**config.mk**
```make
export PLATFORM = sky130hd
export DESIGN_NAME = anim_sequencer
export DESIGN_NICKNAME = d
export VERILOG_FILES = /design/src/rtl/anim_pkg.sv /design/src/rtl/anim_hold_timer.sv /design/src/rtl/anim_sequencer.sv
export SDC_FILE = /design/constraint.sdc
export NUM_CORES = 1
export LEC_CHECK = 0
export ABC_CLOCK_PERIOD_IN_PS = 2300
export CAP_MARGIN = 20
export CORE_UTILIZATION = 47
export CTS_CLUSTER_DIAMETER = 30
export DETAILED_ROUTE_END_ITERATION = 6
export GPL_TIMING_DRIVEN = 0
export PLACE_DENSITY = 0.81
export SYNTH_ARGS = -nofsm -noshare
export SYNTH_HDL_FRONTEND = slang
export SYNTH_HIERARCHICAL = 1
export SYNTH_SLANG_ARGS = --single-unit
```
**constraint.sdc**
```tcl
create_clock -name clk_24 -period 2.3 [get_ports clk_24]
set_input_delay 0.46 -clock clk_24 [delete_from_list [all_inputs] [get_ports clk_24]]
set_output_delay 0.46 -clock clk_24 [all_outputs]
set_load 0.01 [all_outputs]
```
**src/rtl/anim_pkg.sv**
```systemverilog
// ============================================================================
// Module : anim_pkg
// Brief  : Shared types and defaults for the animation frame sequencer.
// Rev    : 1.0  initial release
// ============================================================================
`default_nettype none

package anim_pkg;

  localparam int ANIM_FRAMES = 16;
  localparam int ANIM_STEP_W = 4;
  localparam int ANIM_HOLD_W = 4;

  typedef enum logic [1:0] {
    IDLE  = 2'd0,
    PLAY  = 2'd1,
    PAUSE = 2'd2,
    DONE  = 2'd3
  } anim_state_e;

  typedef enum logic [0:0] {
    FWD = 1'b0,
    REV = 1'b1
  } anim_dir_e;

endpackage

`default_nettype wire

```
**src/rtl/anim_hold_timer.sv**
```systemverilog
// ============================================================================
// Module : anim_hold_timer
// Brief  : Per-frame hold counter; frame_tick marks the last tick of a frame.
// Rev    : 1.0  initial release
// ============================================================================
`default_nettype none

module anim_hold_timer #(
  parameter int HOLD_W = 4
) (
  input  logic              clk_24,
  input  logic              rst,
  input  logic              load,
  input  logic              run,
  input  logic [HOLD_W-1:0] hold_len,
  output logic              frame_tick
);

  logic [HOLD_W-1:0] hold_cnt_q, hold_cnt_d;
  logic [HOLD_W-1:0] hold_q, hold_d;

  assign frame_tick = run & (hold_cnt_q == hold_q);

  // hold_len is captured only at frame start, so mid-frame edits wait a frame.
  always_comb begin
    hold_cnt_d = hold_cnt_q;
    hold_d     = hold_q;
    if (load) begin
      hold_cnt_d = '0;
      hold_d     = hold_len;
    end else if (run) begin
      if (frame_tick) begin
        hold_cnt_d = '0;
        hold_d     = hold_len;
      end else begin
        hold_cnt_d = hold_cnt_q + HOLD_W'(1);
      end
    end
  end

  always_ff @(posedge clk_24 or posedge rst) begin
    if (rst) begin
      hold_cnt_q <= '0;
      hold_q     <= '0;
    end else begin
      hold_cnt_q <= hold_cnt_d;
      hold_q     <= hold_d;
    end
  end

endmodule

`default_nettype wire

```
**src/rtl/anim_sequencer.sv**
```systemverilog
// ============================================================================
// Module : anim_sequencer
// Brief  : Frame-step generator for the sprite memory (play/pause, loop,
//          one-shot, per-frame hold). ANIM_PINGPONG_EN adds bounce mode.
// Rev    : 1.0  initial release
// ============================================================================
`default_nettype none

module anim_sequencer
  import anim_pkg::*;
#(
  parameter int FRAMES = ANIM_FRAMES,
  parameter int STEP_W = ANIM_STEP_W,
  parameter int HOLD_W = ANIM_HOLD_W
) (
  input  logic              clk_24,
  input  logic              rst,
  input  logic              play,
  input  logic              restart,
  input  logic              loop_en,
  input  logic              pingpong,
  input  logic [HOLD_W-1:0] hold_len,
  output logic [STEP_W-1:0] step,
  output logic              busy,
  output logic              wrap,
  output logic              done
);

  localparam logic [STEP_W-1:0] LAST_STEP = STEP_W'(FRAMES - 1);

  anim_state_e       state_q, state_d;
  logic [STEP_W-1:0] step_q, step_d;
  logic              busy_q, busy_d;
  logic              wrap_q, wrap_d;
  logic              done_q, done_d;

  logic frame_tick;
  logic timer_load;
  logic timer_run;
  logic at_rev;
  logic pp_on;
  logic set_fwd;
  logic set_rev;

  assign timer_load = restart | ((state_q == IDLE) & play);
  assign timer_run  = (state_q == PLAY);

  anim_hold_timer #(
    .HOLD_W (HOLD_W)
  ) u_hold_timer (
    .clk_24     (clk_24),
    .rst        (rst),
    .load       (timer_load),
    .run        (timer_run),
    .hold_len   (hold_len),
    .frame_tick (frame_tick)
  );

`ifdef ANIM_PINGPONG_EN
  anim_dir_e dir_q, dir_d;

  assign at_rev = (dir_q == REV);
  assign pp_on  = pingpong;

  always_comb begin
    dir_d = dir_q;
    if (set_fwd) begin
      dir_d = FWD;
    end else if (set_rev) begin
      dir_d = REV;
    end
  end

  always_ff @(posedge clk_24 or posedge rst) begin
    if (rst) begin
      dir_q <= FWD;
    end else begin
      dir_q <= dir_d;
    end
  end
`else
  logic unused_pp;

  assign at_rev    = 1'b0;
  assign pp_on     = 1'b0;
  assign unused_pp = pingpong ^ set_fwd ^ set_rev;
`endif

  always_comb begin
    state_d = state_q;
    step_d  = step_q;
    wrap_d  = 1'b0;
    done_d  = 1'b0;
    set_fwd = 1'b0;
    set_rev = 1'b0;
    if (restart) begin
      step_d  = '0;
      set_fwd = 1'b1;
      state_d = play ? PLAY : IDLE;
    end else begin
      case (state_q)
        IDLE: begin
          step_d = '0;
          if (play) state_d = PLAY;
        end
        PLAY: begin
          // A falling play still lets this tick's advance complete.
          if (!play) state_d = PAUSE;
          if (frame_tick) begin
            if (at_rev) begin
              if (step_q == '0) begin
                step_d  = STEP_W'(1);
                set_fwd = 1'b1;
                wrap_d  = 1'b1;
              end else begin
                step_d = step_q - STEP_W'(1);
              end
            end else if (step_q == LAST_STEP) begin
              if (loop_en) begin
                wrap_d = 1'b1;
                if (pp_on) begin
                  step_d  = LAST_STEP - STEP_W'(1);
                  set_rev = 1'b1;
                end else begin
                  step_d = '0;
                end
              end else begin
                state_d = DONE;
                done_d  = 1'b1;
              end
            end else begin
              step_d = step_q + STEP_W'(1);
            end
          end
        end
        PAUSE: begin
          if (play) state_d = PLAY;
        end
        DONE: begin
          step_d = LAST_STEP;
        end
        default: begin
          state_d = IDLE;
          step_d  = '0;
        end
      endcase
    end
    busy_d = (state_d == PLAY) | (state_d == PAUSE);
  end

  always_ff @(posedge clk_24 or posedge rst) begin
    if (rst) begin
      state_q <= IDLE;
      step_q  <= '0;
      busy_q  <= 1'b0;
      wrap_q  <= 1'b0;
      done_q  <= 1'b0;
    end else begin
      state_q <= state_d;
      step_q  <= step_d;
      busy_q  <= busy_d;
      wrap_q  <= wrap_d;
      done_q  <= done_d;
    end
  end

  assign step = step_q;
  assign busy = busy_q;
  assign wrap = wrap_q;
  assign done = done_q;

endmodule

`default_nettype wire

```
# ---- Yosys cells after proc, flatten, opt, wreduce, memory -nomap -nowiden
# Index checks and enable logic that the tools add are counted.
dict set report op_classes {
  n_addsub 2
  eq_ne 9
  n_mux 29
  bitwise_logic 4
  n_reduce_logical 7
}
# op n
set ops {}
lappend ops {{4-bit two-way mux} 10}
lappend ops {{2-bit two-way mux} 6}
lappend ops {{4-bit case mux with 3 select lines} 1}
lappend ops {{1-bit two-way mux} 11}
lappend ops {{4-bit by 1-bit adder with 4-bit output (second input constant)} 2}
lappend ops {{2-bit equality test (second input constant)} 3}
lappend ops {{2-bit by 1-bit equality test with 1-bit output (second input constant)} 2}
lappend ops {{4-bit equality test} 1}
lappend ops {{4-bit equality test (second input constant)} 1}
lappend ops {{4-bit inequality test (second input constant)} 1}
lappend ops {{2-bit case mux with 2 select lines} 1}
lappend ops {{2-bit nonzero test} 2}
lappend ops {{4-bit nonzero test} 1}
lappend ops {{3-bit inequality test (second input constant)} 1}
lappend ops {{3-bit AND reduction} 1}
lappend ops {{1-bit AND} 2}
lappend ops {{2-bit zero test} 1}
lappend ops {{1-bit bitwise OR} 2}
lappend ops {{2-bit AND reduction} 1}
lappend ops {{2-bit OR reduction} 1}
dict set report word_totals {
  reg_bits 17
  input_bits 10
  output_inout_bits 7
  elab_cells 58
}

# ---- Logic depth before layout (Yosys ltp)
dict set report depth {
  depth_word 8
  ltp_mapped 8
  mapped_depth_nobuf 8
}

# ---- By module
# The synthesis kept the hierarchy.
# mod n_inst cells_per_inst area_per_inst_um2 seq_area_each_um2
set by_module_without_submodules {}
lappend by_module_without_submodules {anim_sequencer 1 71 650.6 225.2}
lappend by_module_without_submodules {anim_hold_timer 1 37 420.4 200.2}

# ---- Least setup slack after synthesis
# Ideal clock, no wire load.
dict set report synth_timing {
  path_type {register to register}
  start {register state_q[1]}
  end {register state_q[1]}
  setup_time_ns 0.078
  arrival_time_ns 2.209
  required_ns 2.222
  slack_ns 0.013
  path_stages_with_launch 9
  path_buffers 0
  synth_period_minus_slack_ns 2.287
  path_cell_list {dfrtp_1 -> inv_1 -> ha_1 -> o2111ai_1 -> nor3_1 -> nand2_4 -> or2_1 -> or3_1 -> a21oi_1}
}
dict set report synth_between {
  word_cells_on_any_way 12
  classes_between {eq/ne: 2; mux: 7; bitwise: 1; reduce/logical: 2}
}
# item line
set synth_lines {}
lappend synth_lines {{start, declared} anim_sequencer.sv:31} ;# anim_state_e state_q, state_d;
lappend synth_lines {{start signal, assigned} anim_sequencer.sv:159} ;# state_q <= state_d;
lappend synth_lines {{2-bit by 1-bit equality test with 1-bit output} anim_sequencer.sv:46} ;# assign timer_run = (state_q == PLAY);
lappend synth_lines {{via timer_run} anim_sequencer.sv:39} ;# logic timer_run;
lappend synth_lines {{1-bit AND} anim_hold_timer.sv:22} ;# assign frame_tick = run & (hold_cnt_q == hold_q);
lappend synth_lines {{via frame_tick} anim_sequencer.sv:37} ;# logic frame_tick;
lappend synth_lines {{2-bit two-way mux} anim_sequencer.sv:109} ;# if (frame_tick) begin
lappend synth_lines {{2-bit case mux with 2 select lines} anim_sequencer.sv:101} ;# case (state_q)
lappend synth_lines {{2-bit two-way mux} anim_sequencer.sv:96} ;# if (restart) begin
lappend synth_lines {{via state_d[1]} anim_sequencer.sv:31}
# The timed path passes the listed nets, and every way through them passes these cells.
# A chain may end at the register's enable or synchronous reset.

# ---- Worst setup path in the final report
dict set report layout_timing {
  start {register state_q[0]}
  end {register state_q[1]}
}
# The elaborated chain is that of the path after synthesis.

==> summary.txt <==
Timing
  • Setup violators final: 0
  • Min cycle time layout: 2.15 ns
  • Setup TNS: 0 ns
  • RSZ-0062 raised after global routing: no
  • Slew @ Worst Pin: 0.444 ns
  • Final Skew: 0.0102 ns
  • Relative slew slack: 0.704
  • Final Max Slew Viols: 0
  • F_max: 0.466 GHz
  • Final period util: 0.934
  • Final Hold Fails: 0

Detailed routing
  • Final ANT Viol Nets: 0
  • Routed via count: 913
  • Drt drc: 0
  • Routed wire per std cell: 14.9 µm
  • Final wirelength: 2330 µm
  • DR vias/cell: 5.85
  • Initial DRC count: 27
  • DRT Pass-1 Iters: 4

Logic synthesis
  • Share of the synthesized area in the top cell type: 0.397
  • Count leader, synth: dfrtp_1
  • Syn. warnings: 6
  • Syn_area_per_cell: 9.92 µm²
  • Ys async rst share: 1.00
  • Post-synth top area cell: dfrtp_1
  • Top FF cell, synth: dfrtp_1
  • Post-synthesis cell count: 108
  • Post-synth top cells: dfrtp_1 (17), inv_1 (10), nor2_1 (8)
  • Register area share after synthesis: 0.397
  • Synth unique cells: 44
  • Flops & latches, synth: 17
  • Post-synth EDFFs: 0
  • Mapped Nets: 124
  • Area contributors post-synth: dfrtp_1 (40%), ha_1 (7.0%), mux2_4 (5.6%), inv_1 (3.5%), nor2_1 (2.8%)
  • Cell area after synthesis: 1070 µm²

Pwr
  • Reg power frac: 0.434
  • Int Pwr: 0.000563 W
  • PD cells: 666 nW/µm²
  • Peak supply drop: 443 µV
  • Leakage: 0.596 nW
  • Gate power share: 0.371
  • Clock Power Share: 0.196
  • Sw frac: 0.356
  • Switching Power: 0.000311 W

Clock tree
  • Max Root-Sink Buffers: 2
  • CTS buffer count: 3
  • CTS tree: built
  • Clock sink count: 17
  • Worst-Skew Late Latency: 0.31 ns
  • Worst-path clk slew: 0.11 ns
  • CTS hold repair buffers: 0
  • Htree depth: 1
  • Clock Root Buffer: clkbuf_4

Worst setup path
  • Worst Reg-to-Reg Cells: 7
  • CP max-delay cell: dfrtp_1
  • Worst path arrival time: 2.38 ns
  • Startpoint types: register
  • Max stage delay on crit path: 0.49 ns
  • Crit end category: register
  • WP buf/inv: 0
  • Critical path required time: 2.53 ns
  • Cell family with most CP delay: simple AND/OR/NAND/NOR gates
  • R2R Setup Slk: 0.15 ns
  • Worst-path maximum fanout: 10
  • Critical Path Stages: 7
  • CP Cell Sequence: ha_2 > o2111ai_1 > nor3_4 > nand2_4 > or2_1 > or3_1 > a21oi_1
  • Setup CP Type: reg2reg

Global routing
  • GRT Total Usage: 0.207
  • Initial antenna violation count: 0
  • Vias in the first global route: 921
  • First-pass GRT wire length: 3880 µm
  • Total grt overflow: 0
  • Largest net degree at the start of global routing: 12

Placement
  • Hpwl dp: 1670 µm
  • Final GP Congestion: 0.768
  • I/O Buffers: 15
  • Placed cell area: 1250 µm²

Finish
  • Inserted Diodes: 0
  • Area of the multi-input gates: 602 µm²
  • Total area of sequential cells: 425 µm²
  • Final Util: 0.643
  • Area growth syn-to-layout: 22.7%
  • Post-layout nets: 146
  • Design area: 1310 µm²
  • Fill cells: 171
  • Layout cells sized above 1: 0.140

Outcome
  • Status: complete, no violations

Floorplanning
  • Initial Utilization: 0.525
  • Core area: 2040 µm²
  • # IOs: 17
  • Die footprint: 2470 µm²
  • Site row count: 16
  • Die W: 49.7 µm
  • Die height: 49.7 µm

Job
  • Max-Cap Viols: 0

Worst hold path
  • Hold Crit Class: in2async
-- cells by family after synthesis --
| group | after synthesis | share of synthesized area |
|---|---|---|
| compound gates | 32 | 0.231 |
| xor+xnor | 3 | 0.0245 |
| fa+ha+maj | 6 | 0.0701 |
| buf+inv | 13 | 0.0537 |
| flops | 17 | 0.397 |
| mux | 4 | 0.0561 |
| simple gates | 33 | 0.167 |
-- layout by cell type, fill, tap and decap left out, types with 2 or more instances in the layout --
master / Yosys / final
nor3_1: 4 / 3
dfrtp_1: 17 / 17
nand3_1: 5 / 5
ha_1: 6 / 5
clkdlybuf4s50_1: 0 / 15
xor2_1: 3 / 3
o21ai_1: 2 / 2
a211oi_1: 3 / 3
mux2_4: 4 / 4
buf_4: 0 / 2
nand2b_1: 3 / 3
a21o_1: 3 / 3
nor2_1: 8 / 8
a21oi_1: 4 / 4
nand2_1: 3 / 3
clkbuf_4: 0 / 3
inv_1: 10 / 10
o21ai_0: 3 / 3
o21ba_1: 2 / 2
-- area by class of cell --
cell class | count | area share
multi-input combinational | 78 | 0.458
buffer | 3 | 0.0152
clock inverter | 1 | 0.00571
tap | 27 | 0.0257
inverter | 10 | 0.0286
timing repair buffer | 17 | 0.126
clock buffer | 3 | 0.0171
sequential | 17 | 0.324
-- power groups by stage --
stage               sequential (W)  clock (W)  combinational [W]
floorplan                 0.000382          0           0.000211
global placement          0.000381          0           0.000298
CTS                       0.000377   0.000176           0.000320
detailed placement        0.000383          0           0.000311
finish                    0.000379   0.000171           0.000324
global route              0.000387   0.000193           0.000355
-- registers in the layout (all words and copies together), names as in the netlist --
signal,count
state_q,2
wrap,1
u_hold_timer/hold_cnt_q,4
step,4
u_hold_timer/hold_q,4
busy,1
done,1
-- worst reg2reg max path, cell delays in order (launching register included) --
cell       delay (ns)
dfrtp_1          0.49
ha_2             0.34
o2111ai_1        0.24
nor3_4           0.25
nand2_4          0.09
or2_1            0.24
or3_1            0.32
a21oi_1          0.12
-- worst paths after layout --
check / from / endpoint
worst max-delay path: state_q[0]$_DFF_PP0_ / state_q[1]$_DFF_PP0_
worst min-delay path: rst / u_hold_timer/hold_cnt_q[3]$_DFFE_PP0P_
worst max register to register: state_q[0]$_DFF_PP0_ / state_q[1]$_DFF_PP0_
worst min register to register: u_hold_timer/hold_q[3]$_DFFE_PP0P_ / u_hold_timer/hold_q[3]$_DFFE_PP0P_
max in group asynchronous: rst / busy$_DFF_PP0_
min in group clk_24: u_hold_timer/hold_q[3]$_DFFE_PP0P_ / u_hold_timer/hold_q[3]$_DFFE_PP0P_
-- metrics by stage --
step,cells,worst slack (ns),total power (W),hold slack (ns)
2_1_floorplan,108,0.0133,0.000593,0.276
3_3_place_gp,150,-0.199,0.000679,0.516
3_5_place_dp,150,-0.297,0.000694,0.529
4_1_cts,154,0.0625,0.000872,0.427
5_1_grt,156,0.0200,0.000935,0.441
6_report,156,0.153,0.000874,0.412
-- per-layer routing --
| metal | vias to the layer above | global-route usage | routed length (µm) |
|---|---|---|---|
| met2 | 23 | 0.351 | 1140 |
| met5 | - | 0 | 0 |
| met1 | 446 | 0.254 | 1070 |
| met3 | 5 | 0.0247 | 76 |
| li1 | 439 | - | - |
| met4 | 0 | 0.110 | 40 |
-- timing repair --
item | 4_1_cts | 5_1_grt
setup endpoints to repair | 9 | 6
pin swaps | 0 | 1
gates resized for setup | 3 | 0
setup buffers | 0 | 2
Note: power is estimated with default switching activity, not from simulation.
